`config.mk`:
```
export PLATFORM = sky130hd
export DESIGN_NAME = pong_renderer
export DESIGN_NICKNAME = d
export VERILOG_FILES = /design/src/rtl/pong_renderer.sv
export SDC_FILE = /design/constraint.sdc
export NUM_CORES = 1
export LEC_CHECK = 0
export BUFFER_PORTS_ARGS = -buffer_cell sky130_fd_sc_hd__buf_2
export CORE_MARGIN = 2
export CORE_UTILIZATION = 55
export CTS_BUF_LIST = sky130_fd_sc_hd__clkbuf_8
export DETAILED_ROUTE_END_ITERATION = 8
export HOLD_SLACK_MARGIN = 0.1
export PLACE_DENSITY = 0.87
export SLEW_MARGIN = 20
export SYNTH_ARGS = -nofsm -noshare
export SYNTH_HDL_FRONTEND = slang
export SYNTH_SLANG_ARGS = --single-unit
```
`constraint.sdc`:
```
create_clock -name clk -period 11.1 [get_ports clk]
set_input_delay 2.22 -clock clk [delete_from_list [all_inputs] [get_ports clk]]
set_output_delay 2.22 -clock clk [all_outputs]
set_load 0.01 [all_outputs]
```
`src/rtl/pong_renderer.sv`:
```
// pong_renderer: once per accepted frame tick, erases the old ball and paddles
// and redraws them at their snapshotted positions, one VGA pixel per cycle.
module pong_renderer #(
  parameter int PADDLE_H = 21,
  parameter int BALL_SIZE = 2,
  parameter logic [2:0] BG_COLOUR = 3'b000,
  parameter logic [2:0] PADDLE_COLOUR = 3'b111,
  parameter logic [2:0] BALL_COLOUR = 3'b110
) (
  input  logic       clk,
  input  logic       reset,
  input  logic       frame_tick,
  input  logic [7:0] ball_x,
  input  logic [6:0] ball_y,
  input  logic [7:0] p1_x,
  input  logic [6:0] p1_y,
  input  logic [7:0] p2_x,
  input  logic [6:0] p2_y,
  output logic [7:0] vga_x,
  output logic [6:0] vga_y,
  output logic [2:0] vga_colour,
  output logic       vga_plot,
  output logic       busy,
  output logic [7:0] dropped_frames
);
  localparam int BALL_N = BALL_SIZE * BALL_SIZE;
  localparam int KW = $clog2((PADDLE_H > BALL_N ? PADDLE_H : BALL_N) + 1);
  typedef enum logic [2:0] {IDLE, ERASE_BALL, ERASE_P1, ERASE_P2, DRAW_P1, DRAW_P2, DRAW_BALL} state_t;
  state_t state;
  logic [KW-1:0] k, off_x, off_y;
  logic first_frame, erase, is_ball, is_p1, clip, last;
  logic [7:0] ob_x, op1_x, op2_x, nb_x, np1_x, np2_x, obj_x;
  logic [6:0] ob_y, op1_y, op2_y, nb_y, np1_y, np2_y, obj_y;
  logic [8:0] sx;
  logic [7:0] sy;
  always_comb begin
    erase = state inside {ERASE_BALL, ERASE_P1, ERASE_P2};
    is_ball = state inside {ERASE_BALL, DRAW_BALL};
    is_p1 = state inside {ERASE_P1, DRAW_P1};
    obj_x = is_ball ? (erase ? ob_x : nb_x) : is_p1 ? (erase ? op1_x : np1_x) : (erase ? op2_x : np2_x);
    obj_y = is_ball ? (erase ? ob_y : nb_y) : is_p1 ? (erase ? op1_y : np1_y) : (erase ? op2_y : np2_y);
    off_x = is_ball ? KW'(k % BALL_SIZE) : '0;
    off_y = is_ball ? KW'(k / BALL_SIZE) : k;
    sx = {1'b0, obj_x} + 9'(off_x);
    sy = {1'b0, obj_y} + 8'(off_y);
    clip = sx > 9'd159 || sy > 8'd119;
    last = k == (is_ball ? KW'(BALL_N - 1) : KW'(PADDLE_H - 1));
  end
  // Off-screen sums saturate so a clipped address can never alias a visible pixel.
  always_ff @(posedge clk or posedge reset) begin
    if (reset) begin
      state <= IDLE;
      k <= '0;
      first_frame <= 1'b1;
      busy <= 1'b0;
      dropped_frames <= '0;
      vga_x <= '0;
      vga_y <= '0;
      vga_colour <= '0;
      vga_plot <= 1'b0;
      {ob_x, ob_y, op1_x, op1_y, op2_x, op2_y} <= '0;
      {nb_x, nb_y, np1_x, np1_y, np2_x, np2_y} <= '0;
    end else begin
      vga_plot <= state != IDLE && !clip;
      vga_x <= sx[8] ? 8'hff : sx[7:0];
      vga_y <= sy[7] ? 7'h7f : sy[6:0];
      vga_colour <= erase ? BG_COLOUR : is_ball ? BALL_COLOUR : PADDLE_COLOUR;
      if (frame_tick && busy && dropped_frames != 8'hff) dropped_frames <= dropped_frames + 8'd1;
      case (state)
        IDLE: if (frame_tick) begin
          {nb_x, nb_y, np1_x, np1_y, np2_x, np2_y} <= {ball_x, ball_y, p1_x, p1_y, p2_x, p2_y};
          k <= '0;
          busy <= 1'b1;
          state <= first_frame ? DRAW_P1 : ERASE_BALL;
        end
        default: if (!last) k <= k + KW'(1);
        else begin
          k <= '0;
          if (state == DRAW_BALL) begin
            {ob_x, ob_y, op1_x, op1_y, op2_x, op2_y} <= {nb_x, nb_y, np1_x, np1_y, np2_x, np2_y};
            first_frame <= 1'b0;
            busy <= 1'b0;
            state <= IDLE;
          end else state <= state_t'(state + 3'd1);
        end
      endcase
    end
  end
endmodule

```
# --- After elaboration in Yosys (flattened, before gate mapping) ---
# Cells that the tools add are included.
word_totals:
  output_inout_bits: 28
  reg_bits: 127
  elab_cells: 82
  in_bits: 48
op_classes:
  n_bitwise: 1
  n_addsub: 5
  n_lt_le_gt_ge: 2
  reduce_logical: 16
  n_eq_ne: 8
  n_mux: 29
ops:
  columns: ["operator", "count"]
  rows:
  - ["8-bit 2-to-1 mux", 6]
  - ["7-bit 2-to-1 mux", 6]
  - ["5-bit 2-to-1 mux", 5]
  - ["3-bit 2-to-1 mux", 6]
  - ["8-bit by 1-bit adder with 9-bit output", 1]
  - ["9-bit by 8-bit greater-than comparator with 1-bit output (second input constant)", 1]
  - ["7-bit by 5-bit adder with 8-bit output", 1]
  - ["8-bit by 1-bit adder with 8-bit output (second input constant)", 1]
  - ["8-bit by 7-bit greater-than comparator with 1-bit output (second input constant)", 1]
  - ["8-bit inequality test (second input constant)", 1]
  - ["2-bit nonzero test", 4]
  - ["3-bit by 2-bit equality test with 1-bit output (second input constant)", 2]
  - ["3-bit equality test (second input constant)", 2]
  - ["1-bit 2-to-1 mux", 6]
  - ["3-bit AND reduction", 2]
  - ["3-bit nonzero test", 2]
  - ["5-bit by 1-bit adder with 5-bit output (second input constant)", 1]
  - ["5-bit equality test", 1]
  - ["2-bit AND reduction", 2]
  - ["3-bit by 1-bit adder with 3-bit output (second input constant)", 1]
  - ["3-bit by 1-bit equality test with 1-bit output (second input constant)", 1]
  - ["1-bit logical AND", 3]
  - ["3-bit zero test", 1]
  - ["2-bit inequality test (second input constant)", 1]
  - ["3 further kinds", 3]

# --- Depth between registers and ports, before layout ---
logic_depth:
  depth_word: 10
  ltp_mapped: 23
  ltp_nobuf: 17

# --- Least setup slack after synthesis ---
# Ideal clock, no wire load.
synth_timing:
  path_kind: "register to register"
  start: "register state[0]"
  end: "register vga_plot"
  t_required_ns: 10.989
  arrival_time_ns: 4.153
  setup_ns: 0.111
  path_buffers: 6
  slack_ns: 6.836
  path_stages_with_launch: 24
  cell_sequence: "dfrtp_1 buf_4 buf_2 clkbuf_1 and2_1 ha_1 buf_2 buf_2 inv_1 o21ai_4 buf_2 mux4_2 nor2_1 a31oi_1 ha_1 inv_1 fa_1 nand2b_1 a21oi_1 xnor2_1 nor2_1 o211ai_1 nand4_1 a2111oi_2"
synth_via:
  elab_chain_len: 10
  word_cells_on_any_way: 28
  classes_between: "add/sub (2); order compare (2); eq/ne (5); mux (12); reduce/logical (7)"
synth_lines:
  columns: ["element", "line_no", "source"]
  rows:
  - ["start: declaration", "29", "state_t state;"]
  - ["start signal: assignment", "74", "state <= first_frame ? DRAW_P1 : ERASE_BALL;"]
  - ["start signal: assignment", "84", "end else state <= state_t'(state + 3'd1);"]
  - ["3-bit by 1-bit equality test with 1-bit output, or another cell as far along", "37, 38", null]
  - ["3-bit nonzero test", "37", "erase = state inside {ERASE_BALL, ERASE_P1, ERASE_P2};"]
  - ["8-bit 2-to-1 mux or 7-bit 2-to-1 mux (tied branches) (3 in series)", "40, 41", null]
  - ["8-bit by 1-bit adder with 9-bit output or 7-bit by 5-bit adder with 8-bit output (tied branches)", "44, 45", null]
  - ["9-bit by 8-bit greater-than comparator with 1-bit output or 8-bit by 7-bit greater-than comparator with 1-bit output (tied branches)", "46", "clip = sx > 9'd159 || sy > 8'd119;"]
  - ["1-bit logical OR", "46", null]
  - ["1-bit zero test", "64", "vga_plot <= state != IDLE && !clip;"]
  - ["1-bit logical AND (*)", "64", null]
  - ["end signal: assignment", "64", null]
  - ["end: declaration", "22", "output logic vga_plot,"]
# Every way passes the cells marked *; elsewhere a longest branch is shown, timed or not.
# A chain may end at the register's enable or synchronous reset.

# --- Final worst setup path ---
layout_timing:
  start: "register state[1]"
  end: "register vga_plot"
# The elaborated chain is that of the path after synthesis.

==> run summary <==
Status = complete, no violations
Worst relative slew slack = 40.3%
CP required = 11.43 ns
Die Y = 111 microns
Initial Util = 56.0%
Least-Margin Pin Slew = 0.895 ns
Setup TNS = 0 ns
Initial antenna violation count = 0
Clock latency on the worst-skew pair = 0.44 ns
Die X = 111 microns
PostCTS Resize Cnt = 0
DRC = 0
TritonCTS clock tree = yes
Antenna cells = 0
Final setup viols = 0
# rows = 39
Post-placement cell area = 6770 sq um
Congestion Overflow GR = 0
Core area = 11,300 sq um
Post-route ant nets = 0
I/O pin count = 76
Multi-input logic area = 2990 sq um
RSZ-0062 raised after global routing = false
Cell area after synthesis = 6340 sq um
Ys Warns = 0
Synth unique cells = 74
Commonest cells after routing, fill and taps aside = 125 x dfrtp_1, 87 x mux2_2, 75 x buf_2, 44 x nand2_1, 29 x nor2_1
Clk slew on worst S/H paths = 0.07 ns
DR vias = 4,399
Filler instances = 879
Max-cap violations = 0
RePlAce Congestion = 0.900
Full die area = 12,400 sq um
CP max stage cell = dfrtp_1
Register bit count reported by yosys = 126
Layout Nets = 667
Share of layout cells above drive strength 1 = 35.1%
Post-Route Utilization = 63.5%
CTS buffer count = 17
Clock Tree Root = clkbuf_8
CTS sink count = 126
FF/Latch Area = 3150 sq um
VDD IR max = 0.0818 mV
Max stage delay on crit path = 0.93 ns
Syn_area_per_cell = 11.9 sq um
Critical path capture point type = register
CP Class = register to register
Crit path DAT = 4.84 ns
Max Root-Sink Buffers = 2
All-Layer GR Usage = 22.5%
Worst path bufs/invs = 1
Hold Crit Class = register to register
First-pass GRT wire length = 22,200 microns
Vias in the first global route = 4,501
Syn Inst Count = 535
Post-CTS Hold Fix Bufs = 0
Slew Limit Fails = 0
H-tree depth = 4
Final period util = 40.6%
Minimum clock period = 4.51 ns
Final hold violations = 0
Placed cell count = 729
Post-Route WL = 13,200 microns
Post-detail-place hpwl = 9160 microns
I/O Buffers = 75
Pleak = 3.51 nW
Drt via density = 5.78
Crit-path max FO = 31
Sequential area share after synthesis = 49.7%
Final Non-Filler Cells = 761
Largest net degree at the start of global routing = 88
Syn Nets = 597
Commonest non-fill, non-tap cell in the layout = dfrtp_1
Setup Fix Bufs, Post-CTS = 0
Clock skew = 0.0102 ns
Setup crit start kind = register
Asr flop ratio synth = 100%
CP Cell Sequence = xnor2_1 > nor2_1 > mux4_2 > nor2_1 > a31oi_1 > ha_1 > inv_1 > fa_1 > nand2b_1 > a21oi_1 > xnor2_1 > nor2_1 > o211ai_1 > nand4_1 > a2111oi_2
Most used cell, CP = nor2_1
DRT Pass-1 Iters = 5
Fin area = 7180 sq um
Synth-to-Final Area Change = 13.2%
Top_reg_cell synth = dfrtp_1
Hold slack = 0.491 ns
Pwr per Cell Area = 136 nW/um^2
EDFF count, synth = 0
Initial drt markers = 369
Fmax = 0.222 GHz
Crit-path leading delay family = simple AND/OR/NAND/NOR gates
Post-DR wirelength/cell = 17.4 microns
-- per-stage QoR --
step / setup slack [ns] / total power, mW
5_1_grt: 6.30 / 1.02
6_report: 6.59 / 0.974
3_5_place_dp: 6.64 / 0.578
2_1_floorplan: 5.53 / 0.549
3_3_place_gp: 6.77 / 0.573
4_1_cts: 6.61 / 0.980
-- worst paths after layout --
path / start / to / slack [ns] / depth (start not counted)
min in group asynchronous: reset / np2_y[3]$_DFFE_PP0P_ / 1.81 / 2
worst min register to register: op2_x[1]$_DFFE_PP0P_ / op2_x[1]$_DFFE_PP0P_ / 0.49 / 1
worst min-delay path: op2_x[1]$_DFFE_PP0P_ / op2_x[1]$_DFFE_PP0P_ / 0.49 / 1
worst max register to register: state[1]$_DFFE_PP0P_ / vga_plot$_DFF_PP0_ / 6.59 / 15
worst max-delay path: state[1]$_DFFE_PP0P_ / vga_plot$_DFF_PP0_ / 6.59 / 15
max in group asynchronous: reset / vga_x[0]$_DFF_PP0_ / 8.18 / 3
-- kinds of logic after synthesis --
kind of cell,synth area share (%)
xor+xnor,2.35
compound gates,10.4
buf+inv,3.37
flops,49.7
simple gates,10.8
fa+ha+maj,3.19
mux,20.2
-- synth_stat cells (6+ instances only) --
cell type	count	area share (%)
mux2i_1	12	1.9
inv_1	15	0.89
nand2_1	45	2.7
nor2_1	29	1.7
ha_1	13	2.6
mux4_2	6	2.1
nor2b_1	7	0.69
xnor2_1	12	1.7
buf_2	12	0.95
dfrtp_1	125	49
nand4_1	6	0.59
o21ai_0	21	1.7
mux2_2	87	15
a31oi_1	7	0.69
nand2b_1	7	0.69
a21oi_1	18	1.4
-- layer usage --
metal / wire length [microns] / up-vias / GRT usage [%] / share of wire [%]
met5: 0 / - / 0 / 0
met4: 270 / 0 / 9.38 / 2.0
met3: 734 / 21 / 4.63 / 5.5
met2: 6430 / 157 / 36.2 / 49
met1: 5800 / 2160 / 30.2 / 44
li1: - / 2061 / - / -
-- area by class of cell --
type	count	area share [%]
flip-flops and latches	126	43.9
multi-input cells	367	41.6
repair buffers	77	5.49
clock buffers	20	3.83
well taps	143	2.49
clock inverters	12	1.79
inverters	16	0.871
-- sequential cells by signal, summed over array words and instances, names as in the netlist, 8 cells and up --
name and count:
op2_x 8, ob_x 8, np1_x 8, op1_x 8, nb_x 8, np2_x 8
dropped_frames 8, vga_x 8
-- power breakdown --
part | total, mW | internal [mW] | switching (mW) | leakage [nW]
Combinational | 0.0791 | 0.0369 | 0.0422 | 1.63
Sequential | 0.490 | 0.477 | 0.0136 | 1.66
Clock | 0.405 | 0.234 | 0.170 | 0.228
Total | 0.974 | 0.748 | 0.226 | 3.51
Power figures use the tool's default switching activity.
